<file path="config.mk">
export PLATFORM = sky130hd
export DESIGN_NAME = store_buffer_flat
export DESIGN_NICKNAME = d
export VERILOG_FILES = /design/src/rtl/store_buffer_pkg.sv /design/src/rtl/store_buffer_if.sv /design/src/rtl/store_buffer_byte_merge.sv /design/src/rtl/store_buffer.sv /design/src/flat_wrapper.sv
export SDC_FILE = /design/constraint.sdc
export NUM_CORES = 1
export LEC_CHECK = 0
export ABC_AREA = 1
export BUFFER_PORTS_ARGS = -buffer_cell sky130_fd_sc_hd__buf_2
export CAP_MARGIN = 20
export CORE_MARGIN = 3
export CORE_UTILIZATION = 55
export CTS_BUF_LIST = sky130_fd_sc_hd__clkbuf_16
export DETAILED_ROUTE_END_ITERATION = 12
export PLACE_DENSITY = 0.84
export SYNTH_ARGS = -nofsm -noshare
export SYNTH_HDL_FRONTEND = slang
export SYNTH_SLANG_ARGS = --single-unit
</file>
<file path="constraint.sdc">
create_clock -name clk_in -period 5.9 [get_ports clk_in]
set_input_delay 0.885 -clock clk_in [delete_from_list [all_inputs] [get_ports clk_in]]
set_output_delay 0.885 -clock clk_in [all_outputs]
set_load 0.03 [all_outputs]
</file>
<file path="src/rtl/store_buffer_pkg.sv">
// store_buffer_pkg: shared memory-access definitions for the store buffer.
//   DWORD_IDX_W  double-word index width (byte address bits [12:3])
//   MASK_W       byte-mask width of a double-word access
//   mem_width_e  access width codes of the memory stage
package store_buffer_pkg;
    localparam int DWORD_IDX_W = 10;
    localparam int MASK_W      = 8;
    localparam int SB_DATA_W   = 64;
    localparam int SB_DEPTH    = 4;

    typedef enum logic [1:0] {
        MEM_WIDTH_B = 2'd0,
        MEM_WIDTH_H = 2'd1,
        MEM_WIDTH_W = 2'd2,
        MEM_WIDTH_D = 2'd3
    } mem_width_e;
endpackage

</file>
<file path="src/rtl/store_buffer_if.sv">
// store_buffer_if: memory-stage and RAM-port signals of the store buffer.
//   slave  modport: the store buffer (takes stage/RAM inputs, drives RAM/stage outputs)
//   master modport: the environment (memory stage + data RAM)
interface store_buffer_if
    import store_buffer_pkg::*;
#(
    parameter int ADDR_W = DWORD_IDX_W,
    parameter int DATA_W = SB_DATA_W,
    parameter int DEPTH  = SB_DEPTH
);
    localparam int CNT_W = $clog2(DEPTH) + 1;

    logic [ADDR_W-1:0]   addr_in;
    logic [DATA_W-1:0]   wr_data_in;
    logic [DATA_W/8-1:0] mask_in;
    logic                read_signal_in;
    logic                write_signal_in;
    logic                fence_in;
    logic [DATA_W-1:0]   ram_data_in;
    logic [ADDR_W-1:0]   ram_addr_out;
    logic [DATA_W-1:0]   ram_wr_data_out;
    logic [DATA_W/8-1:0] ram_mask_out;
    logic                ram_write_out;
    logic                ram_read_out;
    logic [DATA_W-1:0]   data_read_value_out;
    logic                stall_request_out;
    logic                empty_out;
    logic [CNT_W-1:0]    count_out;

    modport slave (
        input  addr_in, wr_data_in, mask_in, read_signal_in, write_signal_in,
               fence_in, ram_data_in,
        output ram_addr_out, ram_wr_data_out, ram_mask_out, ram_write_out,
               ram_read_out, data_read_value_out, stall_request_out, empty_out,
               count_out
    );

    modport master (
        output addr_in, wr_data_in, mask_in, read_signal_in, write_signal_in,
               fence_in, ram_data_in,
        input  ram_addr_out, ram_wr_data_out, ram_mask_out, ram_write_out,
               ram_read_out, data_read_value_out, stall_request_out, empty_out,
               count_out
    );
endinterface

</file>
<file path="src/rtl/store_buffer_byte_merge.sv">
// store_buffer_byte_merge: overlays the masked bytes of data onto base.
//   base    in  word being merged into
//   data    in  overlay word
//   mask    in  byte enables; 1 selects data for that lane
//   merged  out result
module store_buffer_byte_merge #(
    parameter int DATA_W = 64
) (
    input  logic [DATA_W-1:0]   base,
    input  logic [DATA_W-1:0]   data,
    input  logic [DATA_W/8-1:0] mask,
    output logic [DATA_W-1:0]   merged
);
    for (genvar k = 0; k < DATA_W/8; k++) begin : g_lane
        assign merged[8*k +: 8] = mask[k] ? data[8*k +: 8] : base[8*k +: 8];
    end
endmodule

</file>
<file path="src/rtl/store_buffer.sv">
// store_buffer: posted-store FIFO between the memory stage and the byte-masked data RAM.
// Stores are queued and drained to the RAM whenever a load is not using the port;
// loads see buffered bytes merged over the RAM read data.
//   clk_in  clock (rising edge)
//   rst_in  asynchronous active-high reset
//   bus     store_buffer_if.slave: stage request, RAM port, stall/empty/count status
// Build option: STORE_BUF_FWD_EN enables load forwarding from buffered entries;
// without it a load hitting a buffered index stalls until that index has drained.
module store_buffer
    import store_buffer_pkg::*;
#(
    parameter int DEPTH  = SB_DEPTH,
    parameter int ADDR_W = DWORD_IDX_W,
    parameter int DATA_W = SB_DATA_W
) (
    input  logic         clk_in,
    input  logic         rst_in,
    store_buffer_if.slave bus
);
    localparam int PTR_W = $clog2(DEPTH);
    localparam int CNT_W = PTR_W + 1;
    localparam int MW    = DATA_W / 8;

    logic [ADDR_W-1:0] idx_q  [DEPTH];
    logic [DATA_W-1:0] data_q [DEPTH];
    logic [MW-1:0]     mask_q [DEPTH];
    logic [DEPTH-1:0]  vld_q;
    logic [PTR_W-1:0]  head, tail;
    logic [CNT_W-1:0]  count;

    logic             empty, full, fence_blk, hit, load_blk, rd_go, drain, accept, stall;
    logic [DEPTH-1:0] match;

    assign empty     = (count == '0);
    assign full      = (count == CNT_W'(DEPTH));
    assign fence_blk = bus.fence_in && !empty;

    always_comb begin
        match = '0;
        for (int i = 0; i < DEPTH; i++)
            match[i] = vld_q[i] && (idx_q[i] == bus.addr_in);
    end
    assign hit = |match;

`ifdef STORE_BUF_FWD_EN
    assign load_blk = fence_blk;
    assign stall    = (bus.write_signal_in && full) || fence_blk;
`else
    // A store in the same cycle wins over the load, so a hit only matters for a pure load.
    assign load_blk = fence_blk || (hit && !bus.write_signal_in);
    assign stall    = (bus.write_signal_in && full) || fence_blk ||
                      (bus.read_signal_in && !bus.write_signal_in && hit);
`endif

    assign rd_go  = bus.read_signal_in && !load_blk;
    assign drain  = !empty && !rd_go;
    // A stalled store is re-presented next cycle, so it must not also be taken now.
    assign accept = bus.write_signal_in && !full && !fence_blk;

    always_ff @(posedge clk_in or posedge rst_in) begin
        if (rst_in) begin
            head  <= '0;
            tail  <= '0;
            count <= '0;
            vld_q <= '0;
        end else begin
            if (accept) begin
                vld_q[tail] <= 1'b1;
                tail        <= tail + PTR_W'(1);
            end
            if (drain) begin
                vld_q[head] <= 1'b0;
                head        <= head + PTR_W'(1);
            end
            count <= count + CNT_W'(accept) - CNT_W'(drain);
        end
    end

    always_ff @(posedge clk_in) begin
        if (accept) begin
            idx_q[tail]  <= bus.addr_in;
            data_q[tail] <= bus.wr_data_in;
            mask_q[tail] <= bus.mask_in;
        end
    end

`ifdef STORE_BUF_FWD_EN
    // Merge chain walks slots oldest (head) to youngest so later stores win per byte.
    logic [DEPTH:0][DATA_W-1:0] chain;
    assign chain[0] = bus.ram_data_in;
    for (genvar i = 0; i < DEPTH; i++) begin : g_merge
        logic [PTR_W-1:0] slot;
        logic [MW-1:0]    sel;
        assign slot = head + PTR_W'(i);
        assign sel  = match[slot] ? mask_q[slot] : '0;
        store_buffer_byte_merge #(.DATA_W(DATA_W)) u_merge (
            .base  (chain[i]),
            .data  (data_q[slot]),
            .mask  (sel),
            .merged(chain[i+1])
        );
    end
    assign bus.data_read_value_out = chain[DEPTH];
`else
    assign bus.data_read_value_out = bus.ram_data_in;
`endif

    assign bus.ram_addr_out      = rd_go ? bus.addr_in : idx_q[head];
    assign bus.ram_wr_data_out   = data_q[head];
    assign bus.ram_mask_out      = mask_q[head];
    assign bus.ram_write_out     = drain;
    assign bus.ram_read_out      = rd_go;
    assign bus.stall_request_out = stall;
    assign bus.empty_out         = empty;
    assign bus.count_out         = count;
endmodule
</file>
<file path="src/flat_wrapper.sv">
// flat-port wrapper written by rule: the top's interface ports become plain ports
module store_buffer_flat import store_buffer_pkg::*;
#(
    parameter int DEPTH  = SB_DEPTH,
    parameter int ADDR_W = DWORD_IDX_W,
    parameter int DATA_W = SB_DATA_W
)
  (clk_in, rst_in, bus_addr_in, bus_wr_data_in, bus_mask_in, bus_read_signal_in, bus_write_signal_in, bus_fence_in, bus_ram_data_in, bus_ram_addr_out, bus_ram_wr_data_out, bus_ram_mask_out, bus_ram_write_out, bus_ram_read_out, bus_data_read_value_out, bus_stall_request_out, bus_empty_out, bus_count_out);
  store_buffer_if #(.ADDR_W(ADDR_W), .DATA_W(DATA_W), .DEPTH(DEPTH)) bus_i ();
  input  logic clk_in;
  input  logic rst_in;
  input wire logic [$bits(bus_i.addr_in)-1:0] bus_addr_in;
  input wire logic [$bits(bus_i.wr_data_in)-1:0] bus_wr_data_in;
  input wire logic [$bits(bus_i.mask_in)-1:0] bus_mask_in;
  input wire logic [$bits(bus_i.read_signal_in)-1:0] bus_read_signal_in;
  input wire logic [$bits(bus_i.write_signal_in)-1:0] bus_write_signal_in;
  input wire logic [$bits(bus_i.fence_in)-1:0] bus_fence_in;
  input wire logic [$bits(bus_i.ram_data_in)-1:0] bus_ram_data_in;
  output wire logic [$bits(bus_i.ram_addr_out)-1:0] bus_ram_addr_out;
  output wire logic [$bits(bus_i.ram_wr_data_out)-1:0] bus_ram_wr_data_out;
  output wire logic [$bits(bus_i.ram_mask_out)-1:0] bus_ram_mask_out;
  output wire logic [$bits(bus_i.ram_write_out)-1:0] bus_ram_write_out;
  output wire logic [$bits(bus_i.ram_read_out)-1:0] bus_ram_read_out;
  output wire logic [$bits(bus_i.data_read_value_out)-1:0] bus_data_read_value_out;
  output wire logic [$bits(bus_i.stall_request_out)-1:0] bus_stall_request_out;
  output wire logic [$bits(bus_i.empty_out)-1:0] bus_empty_out;
  output wire logic [$bits(bus_i.count_out)-1:0] bus_count_out;
  assign bus_i.addr_in = bus_addr_in;
  assign bus_i.wr_data_in = bus_wr_data_in;
  assign bus_i.mask_in = bus_mask_in;
  assign bus_i.read_signal_in = bus_read_signal_in;
  assign bus_i.write_signal_in = bus_write_signal_in;
  assign bus_i.fence_in = bus_fence_in;
  assign bus_i.ram_data_in = bus_ram_data_in;
  assign bus_ram_addr_out = bus_i.ram_addr_out;
  assign bus_ram_wr_data_out = bus_i.ram_wr_data_out;
  assign bus_ram_mask_out = bus_i.ram_mask_out;
  assign bus_ram_write_out = bus_i.ram_write_out;
  assign bus_ram_read_out = bus_i.ram_read_out;
  assign bus_data_read_value_out = bus_i.data_read_value_out;
  assign bus_stall_request_out = bus_i.stall_request_out;
  assign bus_empty_out = bus_i.empty_out;
  assign bus_count_out = bus_i.count_out;
  store_buffer #(.DEPTH(DEPTH), .ADDR_W(ADDR_W), .DATA_W(DATA_W)) u_core (.clk_in(clk_in), .rst_in(rst_in), .bus(bus_i));
endmodule
</file>
======== Yosys cells after proc, flatten, opt, wreduce, memory -nomap -nowiden ========
Memory sizes are Yosys's and may differ from the RTL's.
Cells that the tools add are included.
Widths: inputs -> output; s select.
cells by class
  $add $sub $neg .......................... 4
  order comparisons ....................... 4
  eq/ne operators ......................... 5
  multiplexer cells ....................... 9
  bitwise operators ....................... 3
  reduce and logical (&&, ||, !) cells .... 26
operators with widths
  operator             number
  $eq 10x10->1         4
  $logic_and 1x1->1    15
  $mux 10              1
  $mux 4               2
  $logic_not 1->1      6
  $lt 2x3->1 const B   2
  $add 2x1->2 const B  2
  $and 4x4->4          1
  $demux 1 s2          2
  $ge 2x1->1 const B   2
  $mux 1               4
  $not 4->4            1
  $or 4x4->4           1
  $reduce_or 4->1      1
  $add 3x1->3          1
  $eq 3x3->1 const B   1
  $logic_not 3->1      1
  $logic_or 1x1->1     3
  $sub 3x1->3          1
storage, ports and cells
  bits in registers ....................... 11
  RAM bits ................................ 328
  output and inout port bits .............. 153
  logic and storage cells ................. 58
  memories kept ........................... 3
memory list
  memory         words  bits a word  rd ports  clocked after Yosys merged registers in  write ports  line                text
  u_core.data_q  4      64           1         0                                        1            store_buffer.sv:25  logic [DATA_W-1:0] data_q [DEPTH];
  u_core.idx_q   4      10           5         0                                        1            store_buffer.sv:24  logic [ADDR_W-1:0] idx_q [DEPTH];
  u_core.mask_q  4      8            1         0                                        1            store_buffer.sv:26  logic [MW-1:0] mask_q [DEPTH];

======== Logic depth before layout (Yosys ltp) ========
  depth in word-level cells ............... 10
  gate-level depth with buffers ........... 19
  gate-level depth less buffers ........... 18

======== Worst setup path after synthesis ========
Ideal clock, no wire load.
  path kind ............................... reg-to-reg
  start ................................... register u_core.count[1], in the netlist u_core.bus.count_out[1]
  end ..................................... memory u_core.data_q[0][0] (enable)
  arrival ................................. 4.922 ns
  data required time ...................... 5.377 ns
  path slack .............................. 0.455 ns
  stages on the path, launching flop included .. 6
  cell sequence ........................... dfrtp_1 > nor3_2 > inv_2 > nand2_1 > nand2_2 > nor2_1
on the way
  word-level cells in the longest chain between the ends .. 7
RTL lines
  item                          line                text
  from (decl)                   store_buffer.sv:29  logic [CNT_W-1:0] count;
  from (signal assigned)        store_buffer.sv:75  count <= count + CNT_W'(accept) - CNT_W'(drain);
  $logic_not 3->1               store_buffer.sv:34  assign empty = (count == '0);
  net bus_empty_out             flat_wrapper.sv:26  output wire logic [$bits(bus_i.empty_out)-1:0] bus_empty_out;
  $logic_not 1->1               store_buffer.sv:36  assign fence_blk = bus.fence_in && !empty;
  $logic_and 1x1->1             store_buffer.sv:36
  $logic_not 1->1               store_buffer.sv:58  assign accept = bus.write_signal_in && !full && !fence_blk;
  $logic_and 1x1->1             store_buffer.sv:58
  $mux 1                        store_buffer.sv:80  if (accept) begin
  $mux 1 (not written as such)  store_buffer.sv:82  data_q[tail] <= bus.wr_data_in;
  to (decl)                     store_buffer.sv:25
The timed path passes the listed nets, and every way through them passes these cells.

======== Final worst setup path ========
  start ................................... register u_core.head[0]
  end ..................................... output port bus_ram_wr_data_out[27]
on the way
  word-level cells in the longest chain between the ends .. 1
RTL lines
  item                    line                text
  from (decl)             store_buffer.sv:28  logic [PTR_W-1:0] head, tail;
  from (signal assigned)  store_buffer.sv:73  head <= head + PTR_W'(1);
  $mem_v2 4x64            -
  to (decl)               flat_wrapper.sv:20  output wire logic [$bits(bus_i.ram_wr_data_out)-1:0] bus_ram_wr_data_out;
Every way passes these cells.

==> reports/results.ini <==
[synth]
synthDistinctLibCells=29
yosysTopAreaCellShare=0.698
synthesis.area_um2=14100
ys_ff_latch=339
synth_top_flop_cell=edfxtp_1
synth_area_per_cell_um2=12.3
synth_largest_area_cell=edfxtp_1
synth_edf_count=328
synth_commonest_cells=edfxtp_1, nor2_1, o21ai_0
async_reset_ff_frac=0.0324
synth_cells=1143
synth_area_leaders=edfxtp_1, o21ai_0, nor2_1
synth-seq-area-share=0.718
yosysMostFrequentCell=edfxtp_1
synth.net_count=1305
yosys_warnings=0

[worst_setup_path]
required_ns=5.02
worst_setup_path_end_kind=primary output
cp_max_fo=103
crit_type=reg -> out
cp.arrival_ns=3.09
startpoint_type=flip-flop

[finish]
fin_nets=1412
stdcell_area_um2=16000
multi_input_area_um2=3020
fin_util=0.646
fillers=1757
area_growth_pct=13.2
seq_area_um2=10100
instances_no_fill=1598
final_layout_size_suffix_gt1_frac=0.209

[run]
maxCapViolCount=0

[cts]
insertion_delay_ns=0.52
htreeDepth=2
cts.path.max_buffers=3
clk_pin_slew_ns=0.06
cts_tree=built
cts_root_buffer=clkbuf_16
clock_sinks=339
cts_resized=0
cts_buffers=35
post_cts_buffers=0
cts_hold_buf=0

[sta]
max_freq_mhz=252
slew_headroom=0.318
setup_viol=0
slew_viol_final=0
tightestPinTransition_ns=1.02
post-route-period-util=0.673
rsz0062_at_grt=no
fin_skew_ns=0.0169
fin_crit_ns=3.97
hold_viol=0
tns_ns=0

[die]
rows=57
chipHeight_um=166
dieArea_um2=27600
coreArea_um2=24700
start_util=0.570
die_w_um=166
ios=304

[detailed_routing]
routed_wl_mm=32.4
wl_per_cell_um=20.3
num_vias=9133
drt_iter0_drc=969
ant_nets=0
drt-vias-per-instance=5.72
drc=0
firstDrtPassIters=6

[min_path]
hold_path.class=in -> async

[power]
p_leak_nw=5.97
power_mw=8.50
vdd_ir_drop_max_mv=0.379
power_density_nw_per_um2=532

[grt]
antenna_found_initial=5
grt_pass1_wl_mm=49.5
first_global_vias=9099
grt_util_all_layers=0.227
grt_overflow=0
grt_max_degree=104

[placement]
dpl_cell_area_um2=14800
dp_hpwl_mm=20.0
globalplace.congestion=0.937
io_buffers=175
place_inst=1537

[status]
status=complete, no violations

[placed cells by master, fill, tap and decap left out, types with 2 or more instances in the layout]
| master | Yosys | final |
|---|---|---|
| o21ai_2 | 11 | 11 |
| nand4_1 | 4 | 4 |
| o21ai_1 | 4 | 4 |
| clkinv_4 | 0 | 2 |
| xnor2_1 | 7 | 7 |
| nor2_1 | 169 | 165 |
| a21oi_1 | 24 | 24 |
| clkbuf_16 | 0 | 36 |
| o21ai_0 | 167 | 167 |
| dfrtp_1 | 11 | 9 |
| nand2_2 | 2 | 2 |
| buf_2 | 6 | 175 |
| o22ai_1 | 72 | 72 |
| buf_4 | 65 | 14 |
| inv_2 | 2 | 2 |
| edfxtp_1 | 328 | 328 |
| nor2_4 | 0 | 4 |
| bufinv_16 | 0 | 4 |
| xor2_1 | 5 | 5 |
| nand3_1 | 15 | 15 |
| nand2_1 | 114 | 114 |
| clkinv_2 | 0 | 5 |
| ha_1 | 10 | 10 |
| clkinv_1 | 1 | 7 |
| inv_6 | 0 | 2 |
| inv_1 | 71 | 73 |
[metrics by stage]
stage          hold WS (ns)  setup slack, ns
2_1_floorplan         0.553            0.455
3_3_place_gp          0.604             2.47
3_5_place_dp          0.588             2.37
4_1_cts               0.388             1.93
5_1_grt               0.409             1.71
6_report              0.379             1.93
[routing by layer]
layer  global-route usage  up-vias  routed length (um)
li1                     -     4212                   -
met1                0.279     4344               11900
met2                0.381      456               16000
met3               0.0600      113                3180
met4                0.105        8                1270
met5                    0        -                  32
[cells by family after synthesis]
logic type               synth area share
flip-flops                          0.718
AND/OR/NAND/NOR                    0.0857
AO/OA/AOI/OAI                       0.108
buffers and inverters              0.0705
XOR/XNOR                          0.00745
adder cells (fa/ha/maj)            0.0103
[power by group]
group	switching (mW)	total, mW	internal (mW)
sequential	0.154	3.15	3.00
combinational	2.36	3.18	0.822
clock	0.879	2.17	1.29
[path summary, 6_finish.rpt]
check,from,end,slack (ns),depth (start not counted)
hold / removal,rst_in,u_core.vld_q[2]$_DFF_PP0_,0.38,2
max in group asynchronous,rst_in,u_core.head[0]$_DFFE_PP0P_,5.17,2
setup / recovery,u_core.head[0]$_DFFE_PP0P_,bus_ram_wr_data_out[27],1.93,5
setup reg to reg,u_core.bus.count_out[1]$_DFF_PP0_,u_core.bus.count_out[2]$_DFF_PP0_,3.01,12
hold reg to reg,u_core.vld_q[3]$_DFF_PP0_,u_core.vld_q[3]$_DFF_PP0_,0.61,4
min in group clk_in,bus_wr_data_in[24],u_core.data_q[2][24]$_DFFE_PP_,0.58,1
[worst max-delay path, stage by stage (launching register included)]
cell and delay [ns]:
dfrtp_4 0.57, inv_4 0.74, buf_4 0.57, o21ai_0 0.14
o22ai_1 0.21, buf_2 0.25
[final cells by class]
type | instances | share of cell area
inverter | 74 | 0.0176
sequential | 339 | 0.634
antenna | 1 | 0.000157
clock buffer | 36 | 0.0564
tap | 324 | 0.0254
multi-input combinational | 610 | 0.189
clock inverter | 24 | 0.0148
timing repair buffer | 190 | 0.0627
[registers in the layout, indices dropped and copies added (netlist names)]
signal and count:
u_core.bus.count_out 3, u_core.data_q 256, u_core.head 2, u_core.idx_q 40, u_core.mask_q 32, u_core.tail 2
u_core.vld_q 4
No activity file was read; power rests on OpenSTA's default activity.
